**src/rtl/seg7_scan_display_pkg.sv**
```systemverilog
// Shared definitions for the 4-digit scanned 7-segment display.
// Latency: n/a (constants, types and a pure decode function).
// Backpressure: n/a.
// Contents: active-low segment patterns {g,f,e,d,c,b,a}, converter FSM
// state encoding, and a digit-to-segment decoder (codes >9 show a dash).
package seg7_defs;

  localparam logic [6:0] SEG_BLANK = 7'h7F;
  localparam logic [6:0] SEG_DASH  = 7'h3F;

  localparam logic [6:0] SEG_DIGIT [0:9] = '{
    7'h40, 7'h79, 7'h24, 7'h30, 7'h19,
    7'h12, 7'h02, 7'h78, 7'h00, 7'h10
  };

  typedef enum logic [1:0] {
    IDLE = 2'd0,
    CONV = 2'd1,
    LOAD = 2'd2
  } conv_state_e;

  function automatic logic [6:0] seg_decode(input logic [3:0] d);
    if (d > 4'd9) return SEG_DASH;
    return SEG_DIGIT[d];
  endfunction

endpackage

```
**src/rtl/bin2bcd_seq.sv**
```systemverilog
// Sequential 8-bit binary to 3-digit BCD converter (shift-add-3).
// Latency: start -> done = 9 clks (8 shift clks in CONV, result held in LOAD).
// Backpressure: start is ignored unless IDLE; caller must not restart while busy.
// Ports: clk, reset_n (async, active-low), start (1-clk pulse), bin[7:0]
//        -> busy (CONV/LOAD), done (high for the LOAD clk), bcd[11:0] {hund,tens,ones}.
module bin2bcd_seq
  import seg7_defs::*;
(
  input  logic        clk,
  input  logic        reset_n,
  input  logic        start,
  input  logic [7:0]  bin,
  output logic        busy,
  output logic        done,
  output logic [11:0] bcd
);

  conv_state_e state_q;
  logic [19:0] sr_q;      // {hund, tens, ones, binary}
  logic [2:0]  shift_q;
  logic        busy_q;
  logic        done_q;
  logic [19:0] adj;

  // Each BCD nibble >= 5 is pre-corrected by +3 so the following shift
  // carries correctly into the next decimal digit.
  always_comb begin
    adj = sr_q;
    for (int i = 0; i < 3; i++) begin
      if (sr_q[8 + 4*i +: 4] >= 4'd5) begin
        adj[8 + 4*i +: 4] = sr_q[8 + 4*i +: 4] + 4'd3;
      end
    end
  end

  always_ff @(posedge clk or negedge reset_n) begin
    if (!reset_n) begin
      state_q <= IDLE;
      sr_q    <= '0;
      shift_q <= '0;
      busy_q  <= 1'b0;
      done_q  <= 1'b0;
    end else begin
      case (state_q)
        IDLE: begin
          if (start) begin
            sr_q    <= {12'd0, bin};
            shift_q <= '0;
            busy_q  <= 1'b1;
            state_q <= CONV;
          end
        end
        CONV: begin
          sr_q    <= {adj[18:0], 1'b0};
          shift_q <= shift_q + 3'd1;
          if (shift_q == 3'd7) begin
            done_q  <= 1'b1;
            state_q <= LOAD;
          end
        end
        LOAD: begin
          busy_q  <= 1'b0;
          done_q  <= 1'b0;
          state_q <= IDLE;
        end
        default: begin
          busy_q  <= 1'b0;
          done_q  <= 1'b0;
          state_q <= IDLE;
        end
      endcase
    end
  end

  assign busy = busy_q;
  assign done = done_q;
  assign bcd  = sr_q[19:8];

endmodule

```
**src/rtl/seg7_scan_display.sv**
```systemverilog
// 4-digit multiplexed 7-segment driver: units digit plus decimal tally (0..255).
// Latency: frame tick -> new display values 10 clks; seg/an/dp follow digit_sel 1 clk after scan_tick.
// Backpressure: none; en=0 blanks the display and parks the scan at digit 0.
// Ports: clk, reset_n (async, active-low), en, count[3:0] (BCD units), tc[7:0] (binary tally)
//        -> seg[6:0] {g..a} active-low, dp active-low, an[3:0] one-hot-low, bin_busy, value_valid.
module seg7_scan_display
  import seg7_defs::*;
#(
  parameter int unsigned REFRESH_DIV = 100000,
  parameter bit          BLANK_LZ    = 1'b1
) (
  input  logic       clk,
  input  logic       reset_n,
  input  logic       en,
  input  logic [3:0] count,
  input  logic [7:0] tc,
  output logic [6:0] seg,
  output logic       dp,
  output logic [3:0] an,
  output logic       bin_busy,
  output logic       value_valid
);

  localparam int PW = 20;

  logic [PW-1:0] presc_q, presc_d;
  logic [1:0]    digit_sel_q, digit_sel_d;
  logic          scan_tick, frame_tick;

  logic [3:0]  units_snap_q;
  logic [3:0]  disp_units_q, disp_ones_q, disp_tens_q, disp_hund_q;
  logic        value_valid_q;

  logic        conv_done;
  logic [11:0] conv_bcd;

  logic [3:0]  slot_val;
  logic        slot_blank;
  logic [6:0]  seg_q, seg_d;
  logic        dp_q, dp_d;
  logic [3:0]  an_q, an_d;

  assign scan_tick  = en && (presc_q == PW'(REFRESH_DIV - 1));
  assign frame_tick = scan_tick && (digit_sel_q == 2'd3);

  always_comb begin
    presc_d     = presc_q + PW'(1);
    digit_sel_d = digit_sel_q;
    if (!en) begin
      presc_d     = '0;
      digit_sel_d = 2'd0;
    end else if (scan_tick) begin
      presc_d     = '0;
      digit_sel_d = digit_sel_q + 2'd1;
    end
  end

  // The units digit is captured with tc at the frame boundary but only
  // shown once the tally conversion lands, so both switch together.
  bin2bcd_seq u_bin2bcd (
    .clk     (clk),
    .reset_n (reset_n),
    .start   (frame_tick),
    .bin     (tc),
    .busy    (bin_busy),
    .done    (conv_done),
    .bcd     (conv_bcd)
  );

  // Output mux is driven from the next digit_sel so the registered
  // seg/an/dp line up with the digit_sel register itself.
  always_comb begin
    slot_val   = disp_units_q;
    slot_blank = 1'b0;
    dp_d       = 1'b1;
    case (digit_sel_d)
      2'd0: begin
        slot_val = disp_units_q;
        dp_d     = 1'b0;
      end
      2'd1: slot_val = disp_ones_q;
      2'd2: begin
        slot_val   = disp_tens_q;
        slot_blank = BLANK_LZ && (disp_hund_q == 4'd0) && (disp_tens_q == 4'd0);
      end
      default: begin
        slot_val   = disp_hund_q;
        slot_blank = BLANK_LZ && (disp_hund_q == 4'd0);
      end
    endcase
    an_d  = ~(4'b0001 << digit_sel_d);
    seg_d = seg_decode(slot_val);
    if (!en || slot_blank) begin
      an_d  = 4'hF;
      seg_d = SEG_BLANK;
      dp_d  = 1'b1;
    end
  end

  always_ff @(posedge clk or negedge reset_n) begin
    if (!reset_n) begin
      presc_q       <= '0;
      digit_sel_q   <= 2'd0;
      units_snap_q  <= '0;
      disp_units_q  <= '0;
      disp_ones_q   <= '0;
      disp_tens_q   <= '0;
      disp_hund_q   <= '0;
      value_valid_q <= 1'b0;
      seg_q         <= SEG_BLANK;
      dp_q          <= 1'b1;
      an_q          <= 4'hF;
    end else begin
      presc_q     <= presc_d;
      digit_sel_q <= digit_sel_d;
      if (frame_tick) begin
        units_snap_q <= count;
      end
      if (conv_done) begin
        disp_units_q  <= units_snap_q;
        disp_hund_q   <= conv_bcd[11:8];
        disp_tens_q   <= conv_bcd[7:4];
        disp_ones_q   <= conv_bcd[3:0];
        value_valid_q <= 1'b1;
      end
      seg_q <= seg_d;
      dp_q  <= dp_d;
      an_q  <= an_d;
    end
  end

  assign seg         = seg_q;
  assign dp          = dp_q;
  assign an          = an_q;
  assign value_valid = value_valid_q;

endmodule
```
**config.mk**
```make
export PLATFORM = sky130hd
export DESIGN_NAME = seg7_scan_display
export DESIGN_NICKNAME = d
export VERILOG_FILES = /design/src/rtl/seg7_scan_display_pkg.sv /design/src/rtl/bin2bcd_seq.sv /design/src/rtl/seg7_scan_display.sv
export SDC_FILE = /design/constraint.sdc
export NUM_CORES = 1
export LEC_CHECK = 0
export BUFFER_PORTS_ARGS = -buffer_cell sky130_fd_sc_hd__buf_2
export CORE_MARGIN = 2
export CORE_UTILIZATION = 60
export DETAILED_ROUTE_END_ITERATION = 8
export PLACE_DENSITY_LB_ADDON = 0.25
export SYNTH_ARGS = -nofsm -noshare
export SYNTH_HDL_FRONTEND = slang
export SYNTH_SLANG_ARGS = --single-unit
```
**constraint.sdc**
```tcl
create_clock -name clk -period 2.86 [get_ports clk]
set_input_delay 0.286 -clock clk [delete_from_list [all_inputs] [get_ports clk]]
set_output_delay 0.286 -clock clk [all_outputs]
set_load 0.005 [all_outputs]
```
* Yosys cells after proc, flatten, opt, wreduce, memory -nomap -nowiden
Memories as Yosys holds them, arrays and structs flattened.
Cells that the tools add are included.
** Word-level totals
- Memories :: 1
- Bits of input ports :: 15
- Logic and storage cells :: 85
- Output and inout port bits :: 14
- Bits in registers :: 82
- ROM bits :: 112
** Memory list
- (name not given) :: words 16, width 7, read ports 1, clocked after memory_dff 0, write ports 0, line seg7_scan_display_pkg.sv:24 : return SEG_DIGIT[d];
** Operators by class
- Magnitude comparators :: 5
- Mux-type cells :: 29
- Equality and inequality tests :: 8
- Bitwise logic cells :: 4
- Reduce and logical (&&, ||, !) cells :: 15
- Shifts and indexed selects :: 1
- Add/sub/neg operators :: 6
** Operators with widths (number)
- two-way mux 20 bit :: 3
- one-hot mux 20 bit (2 select lines) :: 1
- two-way mux 7 bit :: 5
- adder 20 x 1 -> 20 bit (second input constant) :: 1
- == test 20 x 17 -> 1 bit (second input constant) :: 1
- >= comparator 4 x 3 -> 1 bit (second input constant) :: 3
- two-way mux 4 bit :: 3
- one-hot mux 4 bit (3 select lines) :: 1
- adder 4 x 2 -> 4 bit (second input constant) :: 2
- zero test 4 bit :: 2
- two-way mux 2 bit :: 4
- AND reduction 2 bit :: 4
- two-way mux 3 bit :: 2
- one-hot mux 1 bit (2 select lines) :: 3
- one-hot mux 3 bit (2 select lines) :: 1
- >= comparator 5 bit (second input constant) :: 1
- two-way mux 1 bit :: 5
- NOT 4 -> 5 bit :: 1
- == test 2 x 1 -> 1 bit (second input constant) :: 2
- == test 2 bit (second input constant) :: 2
- > comparator 4 bit (second input constant) :: 1
- zero test 2 bit :: 2
- NOT 4 bit :: 1
- one-hot mux 2 bit (2 select lines) :: 1
- 13 further kinds :: 16

* Longest topological paths before layout
Gate-level depths: netlist of the first run.
- Depth in word-level cells :: 12
- Gate-level depth with buffers :: 12
- Mapped depth without buffers :: 11

* Modules after synthesis
Synthesis of the first run repeated with hierarchy kept, for this count alone.
** Unflattened totals
- Cell total of the unflattened synthesis :: 410
- Area total of the unflattened synthesis :: 4334.2 um^2
** By module, submodules not included
- seg7_scan_display :: seq. area each 1365.1 um^2, cells each 276, times used 1, area an instance 2911.5 um^2
- bin2bcd_seq :: seq. area each 675.6 um^2, cells each 134, times used 1, area an instance 1422.6 um^2

* Worst setup path after synthesis of the first run
Ideal clock, no wire load.
- Path type :: register -> register
- Start point :: reg presc_q[0]
- End point :: reg seg_q[1], in the netlist seg[1]
- Library setup time :: 0.079 ns
- Period minus slack after synthesis :: 2.620 ns
- Stages on the path, launching flop included :: 12
- Path slack :: 0.240 ns
- Required time :: 2.781 ns
- Path buffers :: 1
- Data arrival time :: 2.541 ns
- Cells stage by stage :: dfrtp_1 -> ha_1 -> and4_1 -> and2_1 -> buf_2 -> a221oi_1 -> a311oi_1 -> o22ai_1 -> inv_1 -> ha_1 -> a2bb2oi_1 -> o21ai_0
** Between the ends
- Cells in the longest elaborated chain, start to end :: 12
- Elaborated cells on any way between the ends :: 19
- Classes of those cells :: order compare: 1; eq/ne: 3; mux: 9; bitwise: 1; reduce/logical: 4; memory: 1
** Ends and longest elaborated chain
- from (decl) :: line seg7_scan_display.sv:26 : logic [PW-1:0] presc_q, presc_d;
- from (signal assigned) :: line seg7_scan_display.sv:114 : presc_q <= presc_d;
- == test 20 x 17 -> 1 bit (*) :: line seg7_scan_display.sv:43 : assign scan_tick = en && (presc_q == PW'(REFRESH_DIV - 1));
- logical AND 1 bit (*) :: line seg7_scan_display.sv:43
- two-way mux 2 bit (*) :: line seg7_scan_display.sv:52 : end else if (scan_tick) begin
- two-way mux 2 bit (*) :: line seg7_scan_display.sv:49 : if (!en) begin
- == test 2 bit (tied with other cells) :: line seg7_scan_display.sv:76 : case (digit_sel_d)
- one-hot mux 4 bit (3 select lines) :: line seg7_scan_display.sv:76
- NOT 4 -> 5 bit (not written as such) :: line seg7_scan_display_pkg.sv:24
- memory (16 x 7 bit)
- two-way mux 7 bit (not written as such) (2 in a row) :: line seg7_scan_display_pkg.sv:24
- two-way mux 7 bit :: line seg7_scan_display_pkg.sv:24
- two-way mux 7 bit (*) :: line seg7_scan_display.sv:93 : if (!en || slot_blank) begin
- via seg_d[1] :: line seg7_scan_display.sv:39 : logic [6:0] seg_q, seg_d;
- to (signal assigned) :: line seg7_scan_display.sv:126 : seg_q <= seg_d;
- to (decl) :: line seg7_scan_display.sv:39
Mark *: on every way through the listed nets, which the timed path passes. The rest lies on a longest branch. The select of a mux whose other input is x is not followed.
A chain may end at the register's enable or synchronous reset.

* Final worst setup path of the first run
- Start point :: reg presc_q[12]
- End point :: reg seg_q[4], in the netlist seg[4]
Same word-level chain as after synthesis.

==> results of run 1 <==
## power groups by stage
stage | Combinational (mW) | Clock, mW | Sequential (mW)
6_report | 0.0626 | 0.947 | 1.16
5_1_grt | 0.0737 | 1.01 | 1.16
4_1_cts | 0.0646 | 0.961 | 1.16
3_3_place_gp | 0.0632 | 0 | 1.18
2_1_floorplan | 0.0231 | 0 | 1.18
3_5_place_dp | 0.0643 | 0 | 1.18
## through the flow
stage                     TNS (ps)  hold slack, ps  utilization, %
final                            0            62.9            69.8
after global routing         -81.7             134            69.8
after CTS                        0             112            69.3
after detailed placement         0             447            66.0
after global placement           0             444            66.0
after floorplan                  0           -9.59               -
## cell families (layout without fill, tap and decap cells)
| kind of cell | after synthesis | in the layout | synth area share [%] |
|---|---|---|---|
| AOI/OAI and AO/OA | 96 | 96 | 16.7 |
| and+or+nand+nor | 143 | 143 | 16.7 |
| adders and majority gates | 17 | 17 | 5.06 |
| buffers and inverters | 33 | 73 | 3.39 |
| xor gates and xnor gates | 20 | 20 | 4.17 |
| muxes | 20 | 20 | 5.42 |
| DFF | 81 | 81 | 48.5 |
## state kept, by name (all words and copies together) (netlist names)
name and flops:
u_bin2bcd.done 1, seg 7, disp_ones_q 4, units_snap_q 4, u_bin2bcd.shift_q 3, presc_q 20
disp_units_q 4, disp_hund_q 4, value_valid 1, u_bin2bcd.sr_q 20, dp 1, an 3
disp_tens_q 4, u_bin2bcd.busy 1, u_bin2bcd.state_q 2, digit_sel_q 2
## metal layers
metal | vias to the layer above | wire [µm] | GRT usage, % | share of wire [%]
li1 | 1559 | - | - | -
met3 | 21 | 350 | 5.00 | 3.9
met1 | 1583 | 4060 | 34.0 | 46
met4 | 0 | 174 | 10.5 | 2.0
met2 | 76 | 4320 | 39.5 | 48
met5 | - | 0 | 0 | 0
## final cells by class
cell class	instances	area, µm²
Clock buffer	9	124
Clock inverter	7	100
Fill cell	503	2050
Inverter	16	60.1
Multi-Input combinational cell	296	2060
Sequential cell	81	2040
Tap cell	96	120
Timing Repair Buffer	41	240
## path summary, 6_finish.rpt
check                                        start                     endpoint  cells past startpoint
max                          presc_q[12]$_DFF_PN0_             seg[4]$_DFF_PN1_                     10
min                                        reset_n        presc_q[15]$_DFF_PN0_                      1
max reg2reg                  presc_q[12]$_DFF_PN0_             seg[4]$_DFF_PN1_                     10
min reg2reg                value_valid$_DFFE_PN0P_      value_valid$_DFFE_PN0P_                      1
max in group asynchronous                  reset_n     digit_sel_q[0]$_DFF_PN0_                      1
min in group clk                          count[2]  units_snap_q[2]$_DFFE_PN0P_                      2
## synthesized netlist by cell type (2+ instances only)
cell / instances / area share (%)
a211oi_1: 3 / 0.54
a21oi_1: 22 / 2.6
a221oi_1: 3 / 0.63
a22o_1: 2 / 0.42
a2bb2oi_1: 2 / 0.42
a311oi_1: 2 / 0.42
a31oi_1: 9 / 1.3
a32o_1: 4 / 0.95
and3_1: 2 / 0.30
and4_1: 3 / 0.63
buf_1: 2 / 0.18
buf_2: 6 / 0.71
clkbuf_1: 7 / 0.63
dfrtp_1: 70 / 42
dfstp_2: 11 / 6.9
ha_1: 17 / 5.1
inv_1: 16 / 1.4
mux2_2: 19 / 5.1
nand2_1: 42 / 3.7
nand2b_1: 3 / 0.45
nand3_1: 17 / 2.0
nand4_1: 6 / 0.89
nor2_1: 42 / 3.7
nor3_1: 7 / 0.83
nor3b_1: 2 / 0.36
o211ai_1: 3 / 0.54
o21ai_0: 15 / 1.8
o21ai_1: 3 / 0.36
o22ai_1: 5 / 0.74
o31ai_1: 3 / 0.54
o32a_1: 2 / 0.48
o32ai_1: 2 / 0.42
or2_2: 2 / 0.30
or3_1: 3 / 0.45
or4_1: 3 / 0.54
xnor2_1: 5 / 1.0
xor2_1: 15 / 3.1
## cell usage in the layout (no fill, tap or decap), types with 3 or more instances in the layout
cell | netlist | routed
dfrtp_1 | 70 | 70
nand2_1 | 42 | 41
nor2_1 | 42 | 41
buf_2 | 6 | 27
a21oi_1 | 22 | 22
mux2_2 | 19 | 19
nand3_1 | 17 | 17
ha_1 | 17 | 17
inv_1 | 16 | 16
o21ai_0 | 15 | 15
xor2_1 | 15 | 15
buf_4 | 1 | 14
dfstp_2 | 11 | 11
a31oi_1 | 9 | 9
clkbuf_8 | 0 | 9
nor3_1 | 7 | 7
nand4_1 | 6 | 6
xnor2_1 | 5 | 5
o22ai_1 | 5 | 4
a32o_1 | 4 | 4
a221oi_1 | 3 | 3
a211oi_1 | 3 | 3
or4_1 | 3 | 3
o21ai_1 | 3 | 3
o211ai_1 | 3 | 3
or3_1 | 3 | 3
nand2b_1 | 3 | 3
o31ai_1 | 3 | 3
clkinvlp_4 | 0 | 3
==> impl_metrics.py, run 1 <==
metrics = {
    "clocking": {
        "cts_tree": "yes",
        "post-cts-setup-buffers": 0,
        "cts_root_buf": "clkbuf_8",
        "clk_path_buf_depth": 2,
        "clk_latency_ps": 360,
        "cts_hold_buffers": 0,
        "path_clk_slew_ps": 90,
        "cts_resized": 0,
        "cts_buffers": 9,
        "h-tree-depth": 3,
        "cts.sinks": 81,
    },
    "route": {
        "vias": 3239,
        "wl_per_cell_um": 16.3,
        "wl_mm": 8.90,
        "drc_errors": 0,
        "antenna_left": 0,
        "first_pass_iters": 5,
        "vias_per_cell": 5.93,
        "drt_iter0_markers": 246,
    },
    "sta": {
        "fmax_mhz": 363,
        "finalCritPeriodShare_pct": 96.4,
        "setup_viol": 0,
        "final-max-slew-violation-count": 0,
        "setup_slack_ps": 104,
        "rsz0062_at_grt": "true",
        "tightest_slew_ps": 977,
        "relSlewSlack_pct": 34.8,
        "finalCriticalPeriod_ps": 2760,
        "clock_skew_ps": 14.5,
        "hold_viol": 0,
    },
    "yosys": {
        "yosysWarningCount": 0,
        "async_flop_share_pct": 100,
        "synth.cell_area_um2": 4200,
        "yosysSeqAreaShare_pct": 48.5,
        "postSynthCellCount": 410,
        "synth_cell_types": 67,
        "synth-edff-count": 0,
        "ys.flop_type": "dfrtp_1",
        "synth.avg_cell_area_um2": 10.3,
        "ys_seq_elements": 81,
        "synth_nets": 442,
    },
    "setup_path": {
        "crit_required_ps": 3150,
        "critPathSlowestCell": "dfrtp_1",
        "r2r_setup_slack_ps": 100,
        "slowest_delay_ps": 460,
        "crit_path_start_kind": "flip-flop",
        "critical_path_buf_inv_count": 1,
        "crit_path_max_fanout": 6,
        "critPathKind": "flip-flop to flip-flop",
        "cp_top_family": "simple AND/OR/NAND/NOR gates",
        "arrival_ps": 3050,
        "critPathCaptureType": "flip-flop",
        "crit_chain": "nor4_2, and4_4, mux2i_4, nor3b_1, o32a_1, inv_1, ha_1, nor2_1, a311oi_1, o21ai_1",
    },
    "cells_and_area": {
        "finalNetCount": 477,
        "final_layout_size_suffix_gt1_share_pct": 25.1,
        "area_growth_pct": 12.8,
        "antenna_cells": 0,
        "fin_area_um2": 4740,
        "fin_cells": 546,
    },
    "floorplan": {
        "die_area_um2": 7690,
        "io_pins": 29,
        "core_area_um2": 6790,
        "rows": 30,
        "die_w_um": 87.7,
        "start_util_pct": 61.9,
        "die_y_um": 87.7,
    },
    "placed_design": {
        "dp_hpwl_mm": 6.11,
        "dp_slack_ps": 68.7,
        "place_area_um2": 4480,
        "place_inst": 530,
        "place_congestion": 0.871,
        "io_buffers": 28,
    },
    "grt": {
        "antenna_found_initial": 0,
        "grt_pass1_vias": 3145,
        "overflow": 0,
        "grt_pass1_wl_mm": 15.0,
        "grt_max_degree": 82,
        "track_usage_pct": 25.0,
    },
    "power_and_ir_drop": {
        "p_per_area_nw_per_um2": 458,
        "leakagePower_nw": 2.18,
        "netSwitchingPower_uw": 497,
        "combPwrFrac_pct": 2.9,
        "seqPwrFrac_pct": 53.5,
        "power_mw": 2.17,
        "clkPwrFrac_pct": 43.6,
        "p_int_mw": 1.67,
        "vdd_drop_max_mv": 0.389,
        "p_sw_share_pct": 22.9,
    },
    "min_path": {
        "min_path_type": "input port to async pin",
    },
    "flow_run": {
        "maxCapViolCount": 0,
    },
    "run_status": {
        "status": "complete, no violations",
    },
}
Note: power is estimated with default switching activity, not from simulation.
==> run 2, diff against run 1 <==
Settings changed: CELL_PAD_IN_SITES_DETAIL_PLACEMENT from default to 1, CELL_PAD_IN_SITES_GLOBAL_PLACEMENT from default to 1, CORE_UTILIZATION 60 to 48, CTS_CLUSTER_DIAMETER from default to 100.
==> impl_metrics.py, run 2 (same netlist as run 1, synthesis figures left out) <==
metrics = {
    "setup_path": {
        "r2r-end": "seg[2]$_DFF_PN1_",
        "critPathKind": "flip-flop to flip-flop",
        "arrival_ps": 3030,
        "rr_worst_depth": 11,
        "crit_start": "presc_q[0]$_DFF_PN0_",
        "reg2reg_from": "presc_q[0]$_DFF_PN0_",
        "r2r_setup_slack_ps": 100,
        "crit_path_max_fanout": 6,
        "crit_end": "seg[2]$_DFF_PN1_",
        "critPathCaptureType": "flip-flop",
        "crit_required_ps": 3130,
        "crit_path_start_kind": "flip-flop",
    },
    "grt": {
        "gr-usage-met1_pct": 28.6,
        "met3_usage_pct": 4.24,
        "grt_busiest_layer": "met2",
        "grt_pass1_wl_mm": 17.2,
        "grt_util_met2_pct": 38.0,
        "overflow": 0,
        "grt_max_degree": 82,
        "grt_pass1_vias": 3457,
        "antenna_found_initial": 0,
        "track_usage_pct": 22.4,
    },
    "route": {
        "drc_errors": 0,
        "antenna_left": 0,
        "vias": 3358,
        "wl_per_cell_um": 18.1,
        "first_pass_iters": 4,
        "drt_iter0_markers": 123,
        "vias_per_cell": 5.95,
        "wl_mm": 10.2,
    },
    "floorplan": {
        "die_area_um2": 9520,
        "io_pins": 29,
        "die_y_um": 97.6,
        "start_util_pct": 48.9,
        "die_w_um": 97.6,
        "core_area_um2": 8590,
        "rows": 34,
    },
    "clocking": {
        "clk_path_buf_depth": 2,
        "cts_tree": "yes",
        "cts_buffers": 9,
        "path_clk_slew_ps": 90,
        "cts_root_buf": "clkbuf_8",
        "cts.sinks": 81,
        "h-tree-depth": 3,
        "clk_latency_ps": 370,
        "cts_hold_buffers": 0,
    },
    "min_path": {
        "min_path_type": "input port to async pin",
    },
    "sta": {
        "final-max-slew-violation-count": 0,
        "clock_skew_ps": 12.7,
        "hold_viol": 0,
        "whs_ps": 83.2,
        "rsz0062_at_grt": "true",
        "tightest_slew_ps": 1000,
        "finalCriticalPeriod_ps": 2760,
        "setup_viol": 0,
        "relSlewSlack_pct": 33.3,
        "fmax_mhz": 362,
        "finalCritPeriodShare_pct": 96.5,
    },
    "cells_and_area": {
        "area_growth_pct": 14.4,
        "layout_commonest_cell": "dfrtp_1",
        "finalNetCount": 483,
        "final_layout_size_suffix_gt1_share_pct": 26.8,
        "antenna_cells": 0,
        "mostFrequentLayoutCells": "dfrtp_1, nand2_1, nor2_1, buf_2, a21oi_1",
    },
    "power_and_ir_drop": {
        "p_per_area_nw_per_um2": 438,
        "power_mw": 2.11,
        "leakagePower_nw": 2.20,
        "vdd_drop_max_mv": 0.255,
    },
    "placed_design": {
        "dp_hpwl_mm": 7.31,
        "place_congestion": 0.940,
        "io_buffers": 28,
    },
    "flow_run": {
        "maxCapViolCount": 0,
    },
    "run_status": {
        "status": "complete, no violations",
    },
}
## run 2: stage by stage
stage | std cells | TNS (ps) | utilization (%) | setup slack, ps | instance area [µm²]
2_1_floorplan | 410 | 0 | - | 240 | 4200
6_report | 564 | 0 | 56.0 | 99.7 | 4810
3_5_place_dp | 546 | 0 | 53.0 | 56.5 | 4550
3_3_place_gp | 546 | 0 | 53.0 | 146 | 4550
5_1_grt | 564 | -287 | 56.0 | -133 | 4810
4_1_cts | 562 | 0 | 55.3 | 34.5 | 4760
## run 2: worst max-delay path, stage by stage, from the launching register on
cell	delay (ps)
dfrtp_1	410
ha_1	220
and4_2	290
nand2_2	140
buf_4	190
o21ai_0	270
a2bb2oi_1	250
o22ai_2	130
ha_1	270
nor2_2	170
nor2_1	70
o311ai_1	250
## run 2: area by class of cell
cell class,instances,area [µm²]
clock buffers,10,138
clock inverters,6,66.3
fillers,983,3780
inverters,16,60.1
multi-input cells,296,2060
flip-flops and latches,81,2040
well taps,108,135
repair buffers,47,310
## run 2: power breakdown
group	total [mW]	switching, mW	internal (mW)
Clock	0.878	0.449	0.429
Combinational	0.0689	0.0457	0.0233
Sequential	1.16	0.00516	1.16
## run 2: worst min path at each step
stage	from	endpoint	slack (ps)	cells past startpoint
floorplan	reset_n	digit_sel_q[0]$_DFF_PN0_	-10	0
global placement	value_valid$_DFFE_PN0P_	value_valid$_DFFE_PN0P_	440	1
detailed placement	value_valid$_DFFE_PN0P_	value_valid$_DFFE_PN0P_	460	1
CTS	reset_n	digit_sel_q[1]$_DFF_PN0_	130	1
global route	count[1]	units_snap_q[1]$_DFFE_PN0P_	140	2
finish	reset_n	digit_sel_q[1]$_DFF_PN0_	80	1
## run 2: layer usage
layer	up-vias	part of all wire [%]
met4	0	1.9
met1	1728	44
met3	16	2.8
li1	1560	-
met5	-	0
met2	54	51
## run 2: what timing repair did
item | in CTS | in global routing
endpoints found under the setup margin | 0 | 6
setup buffers | 0 | 2
resized for setup | 0 | 13
==> run 3, diff against run 2 <==
Settings changed: CORE_UTILIZATION 48 to 51.
Clock period 2.86 ns to 3.43 ns, I/O delays scaled along.
==> impl_metrics.py, run 3 (same netlist as run 1, synthesis figures left out) <==
metrics = {
    "route": {
        "antenna_left": 0,
        "vias_per_cell": 5.95,
        "drc_errors": 0,
        "drt_iter0_markers": 170,
        "first_pass_iters": 4,
        "wl_per_cell_um": 18.4,
        "vias": 3255,
        "wl_mm": 10.1,
    },
    "clocking": {
        "cts_root_buf": "clkbuf_8",
        "path_clk_slew_ps": 90,
        "cts_buffers": 9,
        "post-cts-setup-buffers": 0,
        "cts_hold_buffers": 0,
        "clk_path_buf_depth": 2,
        "cts_tree": "yes",
        "cts_resized": 0,
        "cts.sinks": 81,
        "clk_latency_ps": 360,
        "h-tree-depth": 3,
    },
    "grt": {
        "grt_pass1_wl_mm": 17.2,
        "antenna_found_initial": 0,
        "grt_pass1_vias": 3450,
        "overflow": 0,
        "track_usage_pct": 24.8,
        "grt_max_degree": 82,
    },
    "setup_path": {
        "critPathKind": "flip-flop to flip-flop",
        "crit_chain": "nor4_2, and4_1, mux2i_2, nor3b_1, o32a_1, inv_1, ha_1, nor2_1, a311oi_1, o21ai_1",
        "critPathSlowestCell": "and4_1",
        "critPathCaptureType": "flip-flop",
        "crit_path_max_fanout": 8,
        "cp_top_family": "simple AND/OR/NAND/NOR gates",
        "slowest_delay_ps": 470,
        "crit_required_ps": 3710,
        "critical_path_buf_inv_count": 1,
        "crit_path_start_kind": "flip-flop",
        "arrival_ps": 3320,
    },
    "power_and_ir_drop": {
        "p_sw_share_pct": 23.3,
        "netSwitchingPower_uw": 424,
        "clkPwrFrac_pct": 43.9,
        "p_int_mw": 1.40,
        "vdd_drop_max_mv": 0.239,
        "seqPwrFrac_pct": 53.2,
        "combPwrFrac_pct": 3.0,
        "leakagePower_nw": 2.12,
        "p_per_area_nw_per_um2": 391,
    },
    "sta": {
        "relSlewSlack_pct": 29.6,
        "tightest_slew_ps": 1050,
        "rsz0062_at_grt": "false",
        "finalCriticalPeriod_ps": 3040,
        "tns_ps": 0,
        "setup_viol": 0,
        "hold_viol": 0,
        "final-max-slew-violation-count": 0,
        "clock_skew_ps": 12.8,
        "fmax_mhz": 329,
        "whs_ps": 150,
        "finalCritPeriodShare_pct": 88.6,
    },
    "cells_and_area": {
        "final_layout_size_suffix_gt1_share_pct": 22.4,
        "mostFrequentLayoutCells": "dfrtp_1, nand2_1, nor2_1, buf_2, a21oi_1",
        "area_growth_pct": 10.8,
        "antenna_cells": 0,
        "layout_commonest_cell": "dfrtp_1",
        "finalNetCount": 469,
    },
    "run_status": {
        "status": "complete, no violations",
    },
    "flow_run": {
        "maxCapViolCount": 0,
    },
    "floorplan": {
        "io_pins": 29,
        "die_y_um": 94.8,
        "start_util_pct": 51.9,
        "rows": 33,
        "core_area_um2": 8090,
        "die_w_um": 94.8,
        "die_area_um2": 8990,
    },
    "placed_design": {
        "io_buffers": 28,
        "place_congestion": 0.907,
        "dp_hpwl_mm": 6.87,
    },
    "min_path": {
        "min_path_type": "input port to async pin",
    },
}
run 3: cell types whose count changed in the layout (fill, tap and decap cells not counted), moves of 2 or more:
cell and change:
buf_12 -2, nor2_2 -2, nor2_1 +2, and4_1 +2
buf_4 -12
run 3: worst register-to-register path, cell delays in order (launching register included):
cell and delay [ps]:
dfrtp_1 450, nor4_2 370, and4_1 470, mux2i_2 420, nor3b_1 100, o32a_1 380, inv_1 150, ha_1 190
nor2_1 70, a311oi_1 270, o21ai_1 90
run 3: worst paths after layout:
path                                                  end  depth (start not counted)                    start  slack, ps
setup / recovery                         seg[4]$_DFF_PN1_                         10    presc_q[12]$_DFF_PN0_        390
hold / removal                      presc_q[15]$_DFF_PN0_                          1                  reset_n        150
setup reg to reg                         seg[4]$_DFF_PN1_                         10    presc_q[12]$_DFF_PN0_        390
hold reg to reg                   value_valid$_DFFE_PN0P_                          1  value_valid$_DFFE_PN0P_        480
max in group asynchronous  u_bin2bcd.sr_q[14]$_DFFE_PN0P_                          1                  reset_n       2640
min in group clk              units_snap_q[3]$_DFFE_PN0P_                          2                 count[3]        210
run 3: layer usage:
| layer | up-vias | wire (µm) | GRT usage (%) | share of wire, % |
|---|---|---|---|---|
| met3 | 17 | 252 | 3.43 | 2.5 |
| met4 | 0 | 165 | 8.82 | 1.6 |
| li1 | 1535 | - | - | - |
| met1 | 1659 | 4450 | 32.0 | 44 |
| met5 | - | 0 | 0 | 0 |
| met2 | 44 | 5190 | 42.6 | 52 |
run 3: power by group through the flow:
| stage | Combinational (mW) | Clock, mW | Sequential, mW |
|---|---|---|---|
| finish | 0.0540 | 0.799 | 0.969 |
| global route | 0.0628 | 0.855 | 0.970 |
| CTS | 0.0561 | 0.817 | 0.969 |
| detailed placement | 0.0559 | 0 | 0.987 |
| global placement | 0.0536 | 0 | 0.987 |
| floorplan | 0.0192 | 0 | 0.988 |
run 3: layout make-up:
class / instances / area (µm²)
fill: 915 / 3430
sequential: 81 / 2040
tap: 105 / 131
timing repair buffer: 33 / 180
inverter: 16 / 60.1
multi-input combinational: 296 / 2020
clock inverter: 7 / 101
clock buffer: 9 / 124
run 3: through the flow:
step	setup slack (ps)	instances	util [%]	instance area (µm²)	total power, mW
2_1_floorplan	810	410	-	4200	1.01
3_3_place_gp	555	531	54.8	4430	1.04
3_5_place_dp	434	531	54.8	4430	1.04
4_1_cts	417	547	57.6	4660	1.84
5_1_grt	80.7	547	57.6	4660	1.89
6_report	391	547	57.6	4660	1.82
